<file path="config.mk">
export PLATFORM = sky130hd
export DESIGN_NAME = touch_gesture_detector
export DESIGN_NICKNAME = d
export VERILOG_FILES = /design/src/rtl/touch_pkg.sv /design/src/rtl/touch_irq_sync.sv /design/src/rtl/touch_gesture_detector.sv
export SDC_FILE = /design/constraint.sdc
export NUM_CORES = 1
export LEC_CHECK = 0
export ABC_AREA = 1
export BUFFER_PORTS_ARGS = -buffer_cell sky130_fd_sc_hd__buf_2
export CELL_PAD_IN_SITES_DETAIL_PLACEMENT = 0
export CELL_PAD_IN_SITES_GLOBAL_PLACEMENT = 2
export CORE_AREA = 2 2 137 139
export CTS_CLUSTER_DIAMETER = 200
export DETAILED_ROUTE_END_ITERATION = 16
export DIE_AREA = 0 0 139 141
export GPL_TIMING_DRIVEN = 1
export PLACE_DENSITY = 0.94
export SLEW_MARGIN = 20
export SYNTH_ARGS = -nofsm -noshare
export SYNTH_HDL_FRONTEND = slang
export SYNTH_HIERARCHICAL = 1
export SYNTH_SLANG_ARGS = --single-unit
</file>
<file path="constraint.sdc">
create_clock -name iCLK -period 11.75 [get_ports iCLK]
set_input_delay 1.175 -clock iCLK [delete_from_list [all_inputs] [get_ports iCLK]]
set_output_delay 1.175 -clock iCLK [all_outputs]
set_load 0.03 [all_outputs]
</file>
<file path="src/rtl/touch_pkg.sv">
// Shared types for the touch gesture front end:
// FSM state encoding and swipe-direction codes.
package touch_pkg;

  typedef enum logic [1:0] {
    IDLE  = 2'd0,
    PRESS = 2'd1,
    HOLD  = 2'd2
  } state_t;

  localparam logic [1:0] DIR_RIGHT = 2'b00;
  localparam logic [1:0] DIR_LEFT  = 2'b01;
  localparam logic [1:0] DIR_DOWN  = 2'b10;
  localparam logic [1:0] DIR_UP    = 2'b11;

endpackage

</file>
<file path="src/rtl/touch_irq_sync.sv">
// Pen-down synchroniser and release debounce counter.
// release_done fires in the last low cycle of a full debounce run.
module touch_irq_sync #(
  parameter int unsigned RELEASE_CNT = 16
) (
  input  logic clk,
  input  logic rst_n,
  input  logic irq,
  input  logic active,
  output logic irq_s,
  output logic release_done
);

  localparam int RW = $clog2(RELEASE_CNT + 1);

  logic          sync1;
  logic [RW-1:0] rel_cnt;

  always_ff @(posedge clk or negedge rst_n) begin
    if (!rst_n) begin
      sync1   <= 1'b0;
      irq_s   <= 1'b0;
      rel_cnt <= '0;
    end else begin
      sync1 <= irq;
      irq_s <= sync1;
      if (!active || irq_s)
        rel_cnt <= '0;
      else if (rel_cnt != RW'(RELEASE_CNT))
        rel_cnt <= rel_cnt + RW'(1);
    end
  end

  assign release_done = active && !irq_s &&
                        (rel_cnt == RW'(RELEASE_CNT - 1));

endmodule

</file>
<file path="src/rtl/touch_gesture_detector.sv">
// Touch press FSM: tap / hold / swipe classification
// plus a wrap-around display-mode counter driven by taps.
module touch_gesture_detector
  import touch_pkg::*;
#(
  parameter int unsigned COORD_W      = 12,
  parameter int unsigned HOLD_CNT     = 24'hffffff,
  parameter int unsigned RELEASE_CNT  = 16,
  parameter int unsigned SWIPE_THRESH = 200,
  parameter int unsigned NUM_MODES    = 4
) (
  input  logic                         iCLK,
  input  logic                         iRST_n,
  input  logic                         iTOUCH_IRQ,
  input  logic [COORD_W-1:0]           iX_COORD,
  input  logic [COORD_W-1:0]           iY_COORD,
  input  logic                         iNEW_COORD,
  output logic                         oTOUCH_ACTIVE,
  output logic                         oTAP,
  output logic                         oHOLD,
  output logic                         oSWIPE,
  output logic [1:0]                   oSWIPE_DIR,
  output logic [COORD_W-1:0]           oX_POS,
  output logic [COORD_W-1:0]           oY_POS,
  output logic [$clog2(NUM_MODES)-1:0] oDISPLAY_MODE
);

  localparam int MW = $clog2(NUM_MODES);
  localparam int PW = $clog2(HOLD_CNT + 1);
  localparam int DW = COORD_W + 1;

  state_t               state, state_nx;
  logic [PW-1:0]        press_cnt;
  logic                 irq_s, release_done;
  logic                 active, coord_we, hold_hit;
  logic [COORD_W-1:0]   x_pos, y_pos, x0, y0;
  logic [COORD_W-1:0]   cur_x, cur_y;
  logic                 start_vld;
  logic signed [DW-1:0] dx, dy;
  logic [DW-1:0]        adx, ady;
  logic                 is_swipe;
  logic [1:0]           dir;
  logic                 tap_nx, swipe_nx;
  logic                 tap_q, swipe_q;
  logic [1:0]           dir_q;
  logic [MW-1:0]        mode_q;

  touch_irq_sync #(
    .RELEASE_CNT(RELEASE_CNT)
  ) u_sync (
    .clk         (iCLK),
    .rst_n       (iRST_n),
    .irq         (iTOUCH_IRQ),
    .active      (active),
    .irq_s       (irq_s),
    .release_done(release_done)
  );

  assign active   = (state != IDLE);
  assign coord_we = iNEW_COORD && active;
  assign hold_hit = (state == PRESS) &&
                    (press_cnt == PW'(HOLD_CNT));

  // A coordinate arriving on the release cycle still counts.
  assign cur_x = coord_we ? iX_COORD : x_pos;
  assign cur_y = coord_we ? iY_COORD : y_pos;

  assign dx  = $signed({1'b0, cur_x}) - $signed({1'b0, x0});
  assign dy  = $signed({1'b0, cur_y}) - $signed({1'b0, y0});
  assign adx = dx[DW-1] ? DW'(-dx) : DW'(dx);
  assign ady = dy[DW-1] ? DW'(-dy) : DW'(dy);

  assign is_swipe = start_vld &&
                    ((adx >= DW'(SWIPE_THRESH)) ||
                     (ady >= DW'(SWIPE_THRESH)));

  always_comb begin
    dir = DIR_RIGHT;
    if (adx >= ady)
      dir = (!dx[DW-1] && dx != '0) ? DIR_RIGHT : DIR_LEFT;
    else
      dir = (!dy[DW-1] && dy != '0) ? DIR_DOWN : DIR_UP;
  end

  always_comb begin
    state_nx = state;
    tap_nx   = 1'b0;
    swipe_nx = 1'b0;
    unique case (state)
      IDLE: if (irq_s) state_nx = PRESS;
      PRESS: begin
        if (hold_hit) begin
          state_nx = release_done ? IDLE : HOLD;
        end else if (release_done) begin
          state_nx = IDLE;
          swipe_nx = is_swipe;
          tap_nx   = !is_swipe;
        end
      end
      HOLD: if (release_done) state_nx = IDLE;
      default: state_nx = IDLE;
    endcase
  end

  always_ff @(posedge iCLK or negedge iRST_n) begin
    if (!iRST_n) begin
      state     <= IDLE;
      press_cnt <= '0;
    end else begin
      state <= state_nx;
      if (!active)
        press_cnt <= irq_s ? PW'(1) : '0;
      else if (press_cnt != PW'(HOLD_CNT))
        press_cnt <= press_cnt + PW'(1);
    end
  end

  always_ff @(posedge iCLK or negedge iRST_n) begin
    if (!iRST_n) begin
      x_pos     <= '0;
      y_pos     <= '0;
      x0        <= '0;
      y0        <= '0;
      start_vld <= 1'b0;
    end else begin
      if (coord_we) begin
        x_pos <= iX_COORD;
        y_pos <= iY_COORD;
      end
      if (!active) begin
        start_vld <= 1'b0;
      end else if (coord_we && !start_vld) begin
        x0        <= iX_COORD;
        y0        <= iY_COORD;
        start_vld <= 1'b1;
      end
    end
  end

  always_ff @(posedge iCLK or negedge iRST_n) begin
    if (!iRST_n) begin
      tap_q   <= 1'b0;
      swipe_q <= 1'b0;
      dir_q   <= DIR_RIGHT;
      mode_q  <= '0;
    end else begin
      tap_q   <= tap_nx;
      swipe_q <= swipe_nx;
      if (swipe_nx)
        dir_q <= dir;
      if (tap_nx)
        mode_q <= (mode_q == MW'(NUM_MODES - 1)) ?
                  '0 : mode_q + MW'(1);
    end
  end

  assign oTOUCH_ACTIVE = active;
  assign oTAP          = tap_q;
  assign oHOLD         = hold_hit;
  assign oSWIPE        = swipe_q;
  assign oSWIPE_DIR    = dir_q;
  assign oX_POS        = x_pos;
  assign oY_POS        = y_pos;
  assign oDISPLAY_MODE = mode_q;

endmodule

</file>
== Word level (Yosys, flattened, before mapping) ==
Cells that the tools add are included.
Cells by class
  $add $sub $neg: 7
  magnitude comparators: 3
  eq/ne operators: 10
  multiplexer cells: 26
  reduce and logical (&&, ||, !) cells: 22
Operators by type and width (count)
  $mux W24: 2
  $ge A13 B8 Y1 const B: 2
  $mux W13: 2
  $neg A13 Y13: 2
  $reduce_bool A13 Y1: 2
  $sub A12 B12 Y13: 2
  $add A24 B1 Y24 const B: 1
  $eq A24 B24 Y1 const B: 1
  $mux W12: 2
  $ne A24 B24 Y1 const B: 1
  $ge A13 B13 Y1: 1
  $mux W2: 6
  $mux W1: 11
  $mux W5: 2
  $logic_and A1 B1 Y1: 8
  $logic_not A1 Y1: 6
  $ne A2 B1 Y1 const B: 3
  $pmux W2 S3: 1
  $add A5 B1 Y5 const B: 1
  $eq A5 B4 Y1 const B: 1
  $ne A5 B5 Y1 const B: 1
  $eq A2 B2 Y1 const B: 2
  $reduce_bool A2 Y1: 2
  $add A2 B1 Y2 const B: 1
  4 further kinds: 5
Word-level totals
  register bits: 88
  input bits: 28
  output and inout port bits: 32
  logic and storage cells: 82

== Longest topological paths before layout ==
Gate-level depths: netlist of the first run.
  depth after elaboration: 13
  gate-level depth with buffers: 35
  depth with buffers taken out: 34

== Hierarchy ==
The synthesis of the first run kept the hierarchy.
Modules (own cells, without submodules)
  touch_gesture_detector: instances 1, cells an instance 922, area each 6252.2 um^2, sequential area each 2026.9 um^2
  touch_irq_sync: instances 1, cells an instance 41, area each 359.1 um^2, sequential area each 175.2 um^2

== Least setup slack after synthesis of the first run ==
Ideal clock, no wire load.
  kind: input to register
  start: in iNEW_COORD
  end: reg dir_q[0] (netlist: oSWIPE_DIR[0])
  library setup time: 0.121 ns
  data arrival time: 4.696 ns
  data required time: 11.629 ns
  path slack: 6.932 ns
  cell stages on the path: 32
  buffers on the path: 1
  path through: inv_1 > nor2_1 > inv_1 > clkbuf_1 > o21ai_0 > inv_1 > ha_1 > fa_1 > ha_1 > inv_1 > a21oi_1 > nand3_1 > nor2_1 > nand4_1 > nand2_1 > nand2_1 > nand2_1 > inv_1 > ha_1 > nand2_1 > nor4b_1 > nor3_1 > nand3_1 > nand2_1 > nand2_1 > nand3_1 > nand2_1 > nand2_1 > nand2_1 > nand2_1 > nand2_1 > o21ai_1
Between the ends
  word-level cells in the longest chain between the ends: 11
  elaborated cells on any way between the ends: 26
  those cells by class: add/sub: 4; order compare: 3; mux: 10; reduce/logical: 9
RTL lines
  start: declaration: RTL line touch_gesture_detector.sv:17  | input logic iNEW_COORD,
  $logic_and A1 B1 Y1 (*): RTL line touch_gesture_detector.sv:60  | assign coord_we = iNEW_COORD && active;
  $mux W12 (*)
  named net cur_y[0]: RTL line touch_gesture_detector.sv:37  | logic [COORD_W-1:0] cur_x, cur_y;
  $sub A12 B12 Y13 (*): RTL line touch_gesture_detector.sv:69  | assign dy = $signed({1'b0, cur_y}) - $signed({1'b0, y0});
  $neg A13 Y13: RTL line touch_gesture_detector.sv:71  | assign ady = dy[DW-1] ? DW'(-dy) : DW'(dy);
  $mux W13: RTL line touch_gesture_detector.sv:71
  $ge A13 B8 Y1: RTL line touch_gesture_detector.sv:75  | (ady >= DW'(SWIPE_THRESH)));
  $logic_or A1 B1 Y1: RTL line touch_gesture_detector.sv:74  | ((adx >= DW'(SWIPE_THRESH)) ||
  $logic_and A1 B1 Y1: RTL line touch_gesture_detector.sv:73  | assign is_swipe = start_vld &&
  $mux W1: RTL line touch_gesture_detector.sv:94  | end else if (release_done) begin
  $mux W1: RTL line touch_gesture_detector.sv:92  | if (hold_hit) begin
  $mux W1: RTL line touch_gesture_detector.sv:89  | unique case (state)
  end signal: assignment: RTL line touch_gesture_detector.sv:150  | dir_q <= dir;
  end: declaration: RTL line touch_gesture_detector.sv:45  | logic [1:0] dir_q;
The timed path passes the listed nets; every way through them passes the cells marked *.
A chain may end at the register's enable or synchronous reset.

== Final worst setup path of the first run ==
  start: reg state[1]
  end: reg dir_q[0] (netlist: oSWIPE_DIR[0])
Between the ends
  word-level cells in the longest chain between the ends: 12
  elaborated cells on any way between the ends: 31
  those cells by class: add/sub: 4; order compare: 3; eq/ne: 1; mux: 10; reduce/logical: 13
RTL lines
  start: declaration: RTL line touch_gesture_detector.sv:32  | state_t state, state_nx;
  start signal: assignment: RTL line touch_gesture_detector.sv:110  | state <= state_nx;
  $reduce_bool A2 Y1 (*): RTL line touch_gesture_detector.sv:59  | assign active = (state != IDLE);
  $logic_and A1 B1 Y1 (*): RTL line touch_gesture_detector.sv:60
  $mux W12 (*)
  named net cur_y[0]: RTL line touch_gesture_detector.sv:37
  $sub A12 B12 Y13 (*): RTL line touch_gesture_detector.sv:69
  $neg A13 Y13: RTL line touch_gesture_detector.sv:71
  $mux W13: RTL line touch_gesture_detector.sv:71
  $ge A13 B8 Y1: RTL line touch_gesture_detector.sv:75
  $logic_or A1 B1 Y1: RTL line touch_gesture_detector.sv:74
  $logic_and A1 B1 Y1: RTL line touch_gesture_detector.sv:73
  $mux W1: RTL line touch_gesture_detector.sv:94
  $mux W1: RTL line touch_gesture_detector.sv:92
  $mux W1: RTL line touch_gesture_detector.sv:89
Marked as above.

==> impl_metrics.toml, run 1 <==
[clock_tree]
cts_hold_buf = 0
cts_tree = "done"
cts_resized = 0
post_cts_buffers = 0
clockBufferDepth = 2
numCtsBuffers = 9
clkSlewWorstSetupHoldPaths_ps = 60
htree_levels = 3
cts_root_buffer = "clkbuf_16"
cts.sinks = 88
insertion_delay_ps = 350

[yosys]
synth.mux.area_fraction_pct = 0
syn_avg_cell_area_sq_um = 6.87
synth_cell_types = 43
synth_top_family_by_area = "simple AND/OR/NAND/NOR gates"
synth-edff-count = 0
synthAdderAreaFrac_pct = 9.12
syn-cell-area_sq_um = 6610
synth_xor_area_share_pct = 1.29
ys_async_sr_fraction_pct = 100
synthSimpleGateAreaFrac_pct = 34.3
synth_nets = 1038
syn_inst = 963
synth_compound_gate_area_share_pct = 10.6
ys_seq_area_share_pct = 33.3
synthFlopType = "dfrtp_1"
yosysWarnings = 6
ys_ff_latch = 88

[worst_setup_path]
reg2reg_depth = 31
endpoint_kind = "register"
critPathSlowestCell = "nor2_1"
rr_startpoint = "state[1]"
path_common_cell = "nand2_1"
cpPeakStageDelay_ps = 720
setup.worst_path.class = "register to register"
critPathRequiredTime_ps = 11980
r2r-end = "oSWIPE_DIR[0]"
critical_path_arrival_ps = 5570
cp_num_buf_inv = 5
cp_max_fo = 48
startpoint_type = "register"
cp_top_family = "simple AND/OR/NAND/NOR gates"
r2r_slack_ps = 6410

[global_route]
grt.busiest_layer = "met2"
track_usage_pct = 16.3
grt_max_degree = 49
grt_pass1_wl_microns = 26600
grt_pass1_vias = 5660
grt_antenna_before_repair = 0
use_met2_pct = 25.9
overflow = 0
use_met3_pct = 2.75
grt_util_met1_pct = 23.1

[route]
drt-total-wl_microns = 15000
drt_iter0_drc = 303
ant_nets = 0
dr.pass1.iters = 5
drc = 0
via_per_inst = 4.68
drt-wirelength-per-cell_microns = 11.9
vias = 5891

[sta]
rsz0062_at_grt = "false"
fin_crit_sh_pct = 45.4
finalHoldViolCount = 0
max-slew-margin-rel_pct = 38.0
tns_ps = 0
worst_pin_slew_ps = 927
setup_viol = 0
maxSlewViolCount = 0
finClkSkew_ps = 10.3
setup_ws_ps = 6410
fin_crit_ps = 5340
max_freq_mhz = 187

[run_status]
status = "finished clean"

[placement]
gp_congestion = 0.818
pre_cts_ws_ps = 6220
numPortBuffers = 59
dp_hpwl_microns = 11700
dpl.cell_count = 1243

[layout]
synthToLayoutAreaGrowth_pct = 12.9
stdcell_count = 1258
nFillCells = 2000
diodes = 0
nNetsFinal = 1095
drive_above_1_share_pct = 14.6

[worst_hold_path]
worstHoldEndpoint = "u_sync/irq_s"
min-delay-start = "u_sync/sync1"
hp-class = "register to register"
min_path_cells = 0

[die]
die_w_microns = 139
fp.dieH_microns = 141
die_area_sq_um = 19600
initial_core_util_pct = 36.2
core_sq_um = 18300
rows = 50
ios = 60

[power_and_ir_drop]
ir_worst_vdd_mv = 0.106
power_leakage_nw = 4.07
powerDensity_nw_per_um2 = 241

[flow_run]
maxCapViolCount = 0
## placed cells by master (no fill, tap or decap), types with 7 or more instances in the layout
cell type / Yosys / final
inv_2: 9 / 9
nand3_1: 60 / 60
a21oi_1: 33 / 33
nor2_1: 60 / 60
ha_1: 45 / 45
nand4_1: 23 / 23
inv_1: 167 / 167
clkbuf_16: 0 / 9
buf_2: 1 / 58
nor3_1: 19 / 19
nand2_1: 271 / 271
o21ai_0: 69 / 69
dfrtp_1: 88 / 88
nand2_2: 30 / 30
nor2_2: 11 / 11
nand3_2: 7 / 7
## area by class of cell
type / instances / area (sq um) / area share, %
well taps: 234 / 293 / 3.92
multi-input cells: 682 / 3660 / 49.1
flip-flops and latches: 88 / 2200 / 29.5
clock inverters: 5 / 81.3 / 1.09
inverters: 177 / 664 / 8.90
repair buffers: 62 / 320 / 4.29
clock buffers: 10 / 239 / 3.20
## metal layers
layer / routed length (microns) / vias to the layer above
met1: 7930 / 2628
li1: - / 3168
met3: 447 / 10
met2: 6400 / 85
met4: 172 / 0
met5: 0 / -
## stage by stage
stage               utilization, %  instance area [sq um]  total power (W)  hold slack (ps)
floorplan                        -                   6610          0.00128              331
global placement              39.1                   7140          0.00149              345
detailed placement            39.1                   7140          0.00150              336
CTS                           40.8                   7460          0.00183              361
global route                  40.8                   7460          0.00202              363
finish                        40.8                   7460          0.00180              363
## logic make-up (layout without fill, tap and decap cells)
| family | after synthesis | in the layout |
|---|---|---|
| and+or+nand+nor | 500 | 500 |
| buffers and inverters | 193 | 254 |
| AOI/OAI and AO/OA | 127 | 127 |
| DFF | 88 | 88 |
| adders and majority gates | 47 | 47 |
| xor gates and xnor gates | 8 | 8 |
## cell usage after synthesis, types with 2 or more instances
library cell | instances | area share (%)
nor2_2 | 11 | 1.0
nor4_1 | 4 | 0.38
nand4_1 | 23 | 2.2
a21oi_1 | 33 | 2.5
a31oi_1 | 4 | 0.38
fa_1 | 2 | 0.61
nand2_2 | 30 | 2.8
nand3_2 | 7 | 1.1
nand2_1 | 271 | 15
a21o_1 | 2 | 0.23
clkbuf_1 | 12 | 0.68
o21bai_1 | 2 | 0.23
a21oi_2 | 4 | 0.53
nand2_4 | 3 | 0.51
nor2_4 | 3 | 0.51
nand3_1 | 60 | 4.5
nand3b_1 | 5 | 0.57
ha_1 | 45 | 8.5
inv_1 | 167 | 9.5
xor2_2 | 2 | 0.49
nor3_1 | 19 | 1.4
o21ai_1 | 3 | 0.23
dfrtp_1 | 88 | 33
buf_6 | 3 | 0.51
nor2_1 | 60 | 3.4
o21ai_0 | 69 | 5.2
inv_2 | 9 | 0.51
xor2_1 | 5 | 0.66
a211oi_1 | 3 | 0.34
## how the worst max path moves through the flow
stage / from / end / depth (start not counted)
final: state[1] / oSWIPE_DIR[0] / 31
after global routing: state[1] / oSWIPE_DIR[0] / 31
after CTS: state[1] / oSWIPE_DIR[0] / 33
after detailed placement: iNEW_COORD / oSWIPE_DIR[0] / 34
after global placement: iNEW_COORD / oSWIPE_DIR[0] / 34
after floorplan: iNEW_COORD / oSWIPE_DIR[0] / 32
## registers in the layout, summed over array words and instances (netlist names)
name	cells
start_vld	1
oDISPLAY_MODE	2
oSWIPE	1
u_sync/sync1	1
state	2
oX_POS	12
x0	12
oTAP	1
u_sync/irq_s	1
y0	12
oSWIPE_DIR	2
press_cnt	24
u_sync/rel_cnt	5
oY_POS	12
## report_power, final
part	switching, W	internal (W)
clock network	0.000123	0.000191
logic	0.000713	0.000388
registers	0.0000322	0.000352
total	0.000868	0.000932
Power figures use the tool's default switching activity.
==> run 2, diff against run 1 <==
--- a/config.mk
+++ b/config.mk
@@ -9,12 +9,12 @@
 export BUFFER_PORTS_ARGS = -buffer_cell sky130_fd_sc_hd__buf_2
 export CELL_PAD_IN_SITES_DETAIL_PLACEMENT = 0
 export CELL_PAD_IN_SITES_GLOBAL_PLACEMENT = 2
-export CORE_AREA = 2 2 137 139
+export CORE_AREA = 2 2 143 145
 export CTS_CLUSTER_DIAMETER = 200
 export DETAILED_ROUTE_END_ITERATION = 16
-export DIE_AREA = 0 0 139 141
+export DIE_AREA = 0 0 145 147
 export GPL_TIMING_DRIVEN = 1
-export PLACE_DENSITY = 0.94
+export PLACE_DENSITY = 0.88
 export SLEW_MARGIN = 20
 export SYNTH_ARGS = -nofsm -noshare
 export SYNTH_HDL_FRONTEND = slang
==> constraint.sdc (replaced) <==
create_clock -name iCLK -period 5.2 [get_ports iCLK]
set_input_delay 0.52 -clock iCLK [delete_from_list [all_inputs] [get_ports iCLK]]
set_output_delay 0.52 -clock iCLK [all_outputs]
set_load 0.03 [all_outputs]
==> run 2 against run 1 <==
  * Via count about the same
  * Power increased by 130%
  * First-iteration DRC count decreased by 20%
  * Cell count increased by 3.0%
  * Combinational power is 130% higher
  * Non-clock buffer count rose by 1
  * Global-route usage down 0.73 points
  * Critical path depth up 1
==> impl_metrics.toml, run 2 (synthesis results as in run 1) <==
[placement]
dpl_cell_area_sq_um = 7210
pre_cts_ws_ps = 397
numPortBuffers = 59
gp_congestion = 0.810
dpl.cell_count = 1280
dp_hpwl_microns = 12600

[global_route]
grt_pass1_vias = 5632
overflow = 0
grt_util_met1_pct = 21.8
track_usage_pct = 15.6
grt_antenna_before_repair = 0
grt_pass1_wl_microns = 27300
grt_max_degree = 50
use_met2_pct = 25.3
grt.busiest_layer = "met2"
use_met3_pct = 2.73

[layout]
nNetsFinal = 1096
largest_register = "press_cnt"
mostFrequentLayoutCells = "nand2_1, inv_1, dfrtp_1, o21ai_0"
nFillCells = 2169
mostFrequentLayoutCell = "nand2_1"
largest_reg_flops = 24
synthToLayoutAreaGrowth_pct = 14.2
fin_area_sq_um = 7550
drive_above_1_share_pct = 14.6
stdcell_count = 1296
diodes = 0

[sta]
fin_crit_sh_pct = 88.6
worst_pin_slew_ps = 697
finalHoldViolCount = 0
setup_viol = 0
setup_ws_ps = 595
max_freq_mhz = 217
max-slew-margin-rel_pct = 53.1
tns_ps = 0
maxSlewViolCount = 0
finClkSkew_ps = 12.5
fin_crit_ps = 4610
rsz0062_at_grt = "false"
timing.hold.ws_ps = 172

[worst_setup_path]
r2r-end = "oSWIPE_DIR[0]"
critical_path_arrival_ps = 4830
cpPeakStageDelay_ps = 550
reg2reg_depth = 32
cp_num_buf_inv = 4
endpoint_kind = "register"
setup.worst_path.class = "register to register"
critPathSlowestCell = "fa_1"
rr_startpoint = "state[1]"
critPathRequiredTime_ps = 5430
startpoint_type = "register"
r2r_slack_ps = 590
path_common_cell = "nand2_1"
cp_max_fo = 9
cp_top_family = "simple AND/OR/NAND/NOR gates"

[power_and_ir_drop]
powerDensity_nw_per_um2 = 550
seq_power_share_pct = 20.9
power_leakage_nw = 4.10
p_switching_w = 0.00199
p_clk_share_pct = 18.4
combPwrFrac_pct = 60.7
ir_worst_vdd_mv = 0.217
swShare_pct = 48.0
internal_power_w = 0.00216

[die]
ios = 60
rows = 52
core_sq_um = 19800
die_w_microns = 145
fp.dieH_microns = 147
die_area_sq_um = 21300
initial_core_util_pct = 33.3

[route]
via_per_inst = 4.54
drc = 0
drt-total-wl_microns = 15900
dr.pass1.iters = 4
vias = 5889
ant_nets = 0
drt-wirelength-per-cell_microns = 12.3
drt_iter0_drc = 243

[clock_tree]
insertion_delay_ps = 350
post_cts_buffers = 0
numCtsBuffers = 9
cts_hold_buf = 0
cts_root_buffer = "clkbuf_16"
htree_levels = 3
clockBufferDepth = 2
cts.sinks = 88
cts_resized = 0
clkSlewWorstSetupHoldPaths_ps = 60
cts_tree = "done"

[worst_hold_path]
hp-class = "input port to async pin"

[run_status]
status = "finished clean"

[flow_run]
maxCapViolCount = 0
-- run 2: changes by cell type in the layout (fill, tap and decap cells not counted) --
cell and delta:
buf_12 +1, clkbuf_1 +1, clkinvlp_4 -1, bufinv_16 +1
-- run 2: layout make-up --
| class | instances | area [sq um] | area share (%) |
|---|---|---|---|
| multi-input combinational | 682 | 3660 | 48.5 |
| inverter | 177 | 664 | 8.80 |
| sequential | 88 | 2200 | 29.2 |
| timing repair buffer | 63 | 340 | 4.51 |
| tap | 270 | 338 | 4.47 |
| clock inverter | 5 | 104 | 1.38 |
| clock buffer | 11 | 243 | 3.21 |
-- run 2: power groups by stage --
stage	Sequential, W	Clock (W)	Combinational, W
6_report	0.000867	0.000764	0.00252
5_1_grt	0.000882	0.000815	0.00293
4_1_cts	0.000867	0.000791	0.00256
2_1_floorplan	0.000918	0	0.00197
3_3_place_gp	0.000878	0	0.00254
3_5_place_dp	0.000878	0	0.00255
-- run 2: per-stage QoR --
step           utilization, %  total power [W]
2_1_floorplan               -          0.00289
3_3_place_gp             36.3          0.00342
3_5_place_dp             36.3          0.00342
4_1_cts                  38.1          0.00422
5_1_grt                  38.1          0.00462
6_report                 38.1          0.00415
-- run 2: metal layers --
metal	vias up	share of wire, %
li1	3181	-
met1	2621	52
met2	79	44
met3	8	3.1
met4	0	0.66
met5	-	0
-- run 2: how the worst max path moves through the flow --
stage,startpoint,to,slack (ps),depth (start not counted)
floorplan,iNEW_COORD,oSWIPE_DIR[0],1040,32
global placement,iNEW_COORD,oSWIPE_DIR[0],450,31
detailed placement,iNEW_COORD,oSWIPE_DIR[0],400,32
CTS,state[1],oSWIPE_DIR[0],580,32
global route,state[1],oSWIPE_DIR[0],70,32
finish,state[1],oSWIPE_DIR[0],590,32
-- run 2: worst reg2reg max path, delay by kind of cell (launching register included) --
family | cells | cell delay (ps)
fa+ha+maj | 4 | 1220
simple gates | 21 | 2120
compound gates | 3 | 280
buf+inv | 4 | 470
flops | 1 | 390
==> run 3, diff against run 2 <==
--- a/config.mk
+++ b/config.mk
@@ -9,12 +9,13 @@
 export BUFFER_PORTS_ARGS = -buffer_cell sky130_fd_sc_hd__buf_2
 export CELL_PAD_IN_SITES_DETAIL_PLACEMENT = 0
 export CELL_PAD_IN_SITES_GLOBAL_PLACEMENT = 2
-export CORE_AREA = 2 2 143 145
+export CORE_AREA = 2 2 150 152
 export CTS_CLUSTER_DIAMETER = 200
 export DETAILED_ROUTE_END_ITERATION = 16
-export DIE_AREA = 0 0 145 147
+export DIE_AREA = 0 0 152 154
 export GPL_TIMING_DRIVEN = 1
-export PLACE_DENSITY = 0.88
+export PLACE_DENSITY = 0.84
+export RECOVER_POWER = 100
 export SLEW_MARGIN = 20
 export SYNTH_ARGS = -nofsm -noshare
 export SYNTH_HDL_FRONTEND = slang
==> constraint.sdc (replaced) <==
create_clock -name iCLK -period 4.15 [get_ports iCLK]
set_input_delay 0.415 -clock iCLK [delete_from_list [all_inputs] [get_ports iCLK]]
set_output_delay 0.415 -clock iCLK [all_outputs]
set_load 0.03 [all_outputs]
==> run 3 against run 2 <==
  * The flow now finishes with violations (capacitance limit, slew limit, setup timing)
  * Power increased by 56%
  * First-iteration DRC count rose by 5.3%
  * Critical path depth unchanged
  * Routed wire length grew 13%
  * Clock power up 12%
  * Via count is 9.1% higher
  * Utilization is 2.7 points higher
  * Non-clock buffer count is 127 higher
  * Highest routed layer unchanged
==> impl_metrics.toml, run 3 (synthesis results as in run 1) <==
[run_status]
status = "finished with violations"
failed_checks = "capacitance limit, slew limit, setup timing"

[power_and_ir_drop]
p_total_w = 0.00646
ir_worst_vdd_mv = 0.372
powerDensity_nw_per_um2 = 730
power_leakage_nw = 4.76

[placement]
gp_congestion = 0.797
dpl_cell_area_sq_um = 7980
dpl.cell_count = 1387
numPortBuffers = 59
dp_hpwl_microns = 13600

[global_route]
grt_antenna_before_repair = 0
track_usage_pct = 15.7
grt_pass1_vias = 6256
grt_max_degree = 61
overflow = 0
grt_pass1_wl_microns = 30400

[sta]
setup_ws_ps = -18.4
max-slew-margin-rel_pct = -123
finClkSkew_ps = 10.4
finalHoldViolCount = 0
timing.hold.ws_ps = 178
maxSlewViolCount = 61
fin_crit_sh_pct = 100
tns_ps = -22.6
fin_crit_ps = 4170
rsz0062_at_grt = "true"
worst_pin_slew_ps = 3340
max_freq_mhz = 240
setup_viol = 2

[layout]
multiInputGateArea_sq_um = 3930
largest_reg_flops = 24
nNetsFinal = 1223
synthToLayoutAreaGrowth_pct = 33.7
nFillCells = 2291
mostFrequentLayoutCell = "nand2_1"
diodes = 0
fin_area_sq_um = 8840
stdcell_count = 1433
mostFrequentLayoutCells = "nand2_1, inv_1, buf_4, dfrtp_1, buf_2"
seqCellArea_sq_um = 2200
drive_above_1_share_pct = 28.9
largest_register = "press_cnt"

[die]
rows = 54
ios = 60
fp.dieH_microns = 154
core_sq_um = 21700
initial_core_util_pct = 30.5
die_w_microns = 152
die_area_sq_um = 23400

[worst_hold_path]
worstHoldEndpoint = "u_sync/sync1"
min-delay-start = "iTOUCH_IRQ"
min_path_cells = 1
hp-class = "input port to register"

[worst_setup_path]
critical_path_depth = 32
path_common_cell = "nand2_1"
cp_top_family = "simple AND/OR/NAND/NOR gates"
critPathSlowestCell = "fa_1"
critical_path_arrival_ps = 4400
cp_max_fo = 7
reg2reg_depth = 32
endpoint_kind = "register"
critPathRequiredTime_ps = 4390
rr_startpoint = "state[1]"
r2r_slack_ps = -20
setup.worst_path.class = "register to register"
cp_num_buf_inv = 5
startpoint_type = "register"
r2r-end = "oSWIPE_DIR[0]"
cpPeakStageDelay_ps = 510

[clock_tree]
cts_tree = "done"
insertion_delay_ps = 350
cts_root_buffer = "clkbuf_16"
numCtsBuffers = 9
htree_levels = 3
clockBufferDepth = 2
cts_hold_buf = 0
cts.sinks = 88
clkSlewWorstSetupHoldPaths_ps = 70

[route]
drt_iter0_drc = 256
drc = 0
vias = 6425
dr.pass1.iters = 4
via_per_inst = 4.48
drt-total-wl_microns = 17900
ant_nets = 0
drt-wirelength-per-cell_microns = 12.5

[flow_run]
maxCapViolCount = 1
[run 3: repair_timing]
item                       in CTS  in global routing
gates resized for setup        30                 50
gates cloned                    1                  2
setup endpoints to repair       2                  6
pin swaps                      23                 38
setup buffers                  16                 12
[run 3: through the flow]
stage	worst slack (ps)	util (%)
after floorplan	74.7	-
after global placement	-191	36.8
after detailed placement	-320	36.8
after CTS	0.00711	39.4
after global routing	-382	40.8
final	-18.4	40.8
[run 3: per-layer routing]
layer,global-route usage (%),vias to the layer above,routed length (microns)
li1,-,3425,-
met1,21.2,2927,9150
met2,26.1,68,8350
met3,2.42,5,314
met4,4.05,0,127
met5,0,-,0
[run 3: power by group]
| part | internal, W | total (W) | leakage, nW | switching [W] |
|---|---|---|---|---|
| Combinational | 0.00203 | 0.00450 | 3.48 | 0.00247 |
| Sequential | 0.000998 | 0.00110 | 1.13 | 0.000100 |
| Clock | 0.000487 | 0.000858 | 0.153 | 0.000371 |
[run 3: cell type report]
| type | instances | area share (%) |
|---|---|---|
| multi-input cells | 682 | 44.5 |
| inverters | 177 | 7.51 |
| well taps | 280 | 3.96 |
| clock inverters | 6 | 0.750 |
| clock buffers | 10 | 2.70 |
| repair buffers | 190 | 15.7 |
| flip-flops and latches | 88 | 24.9 |
[run 3: worst reg2reg max path, delay by kind of cell (launching register included)]
kind,cells,cell delay (ps)
AOI/OAI and AO/OA,3,240
xor gates and xnor gates,1,190
adders and majority gates,3,950
buffers and inverters,5,630
DFF,1,400
and+or+nand+nor,20,1660
[run 3: how the worst max path moves through the flow]
| stage | startpoint | to | slack (ps) |
|---|---|---|---|
| final | state[1] | oSWIPE_DIR[0] | -20 |
| after detailed placement | iNEW_COORD | oSWIPE_DIR[0] | -320 |
| after global placement | iNEW_COORD | oSWIPE_DIR[0] | -190 |
| after global routing | state[1] | oSWIPE_DIR[0] | -380 |
| after CTS | state[0] | oSWIPE_DIR[0] | 0.007 |
| after floorplan | state[1] | oSWIPE_DIR[0] | 70 |
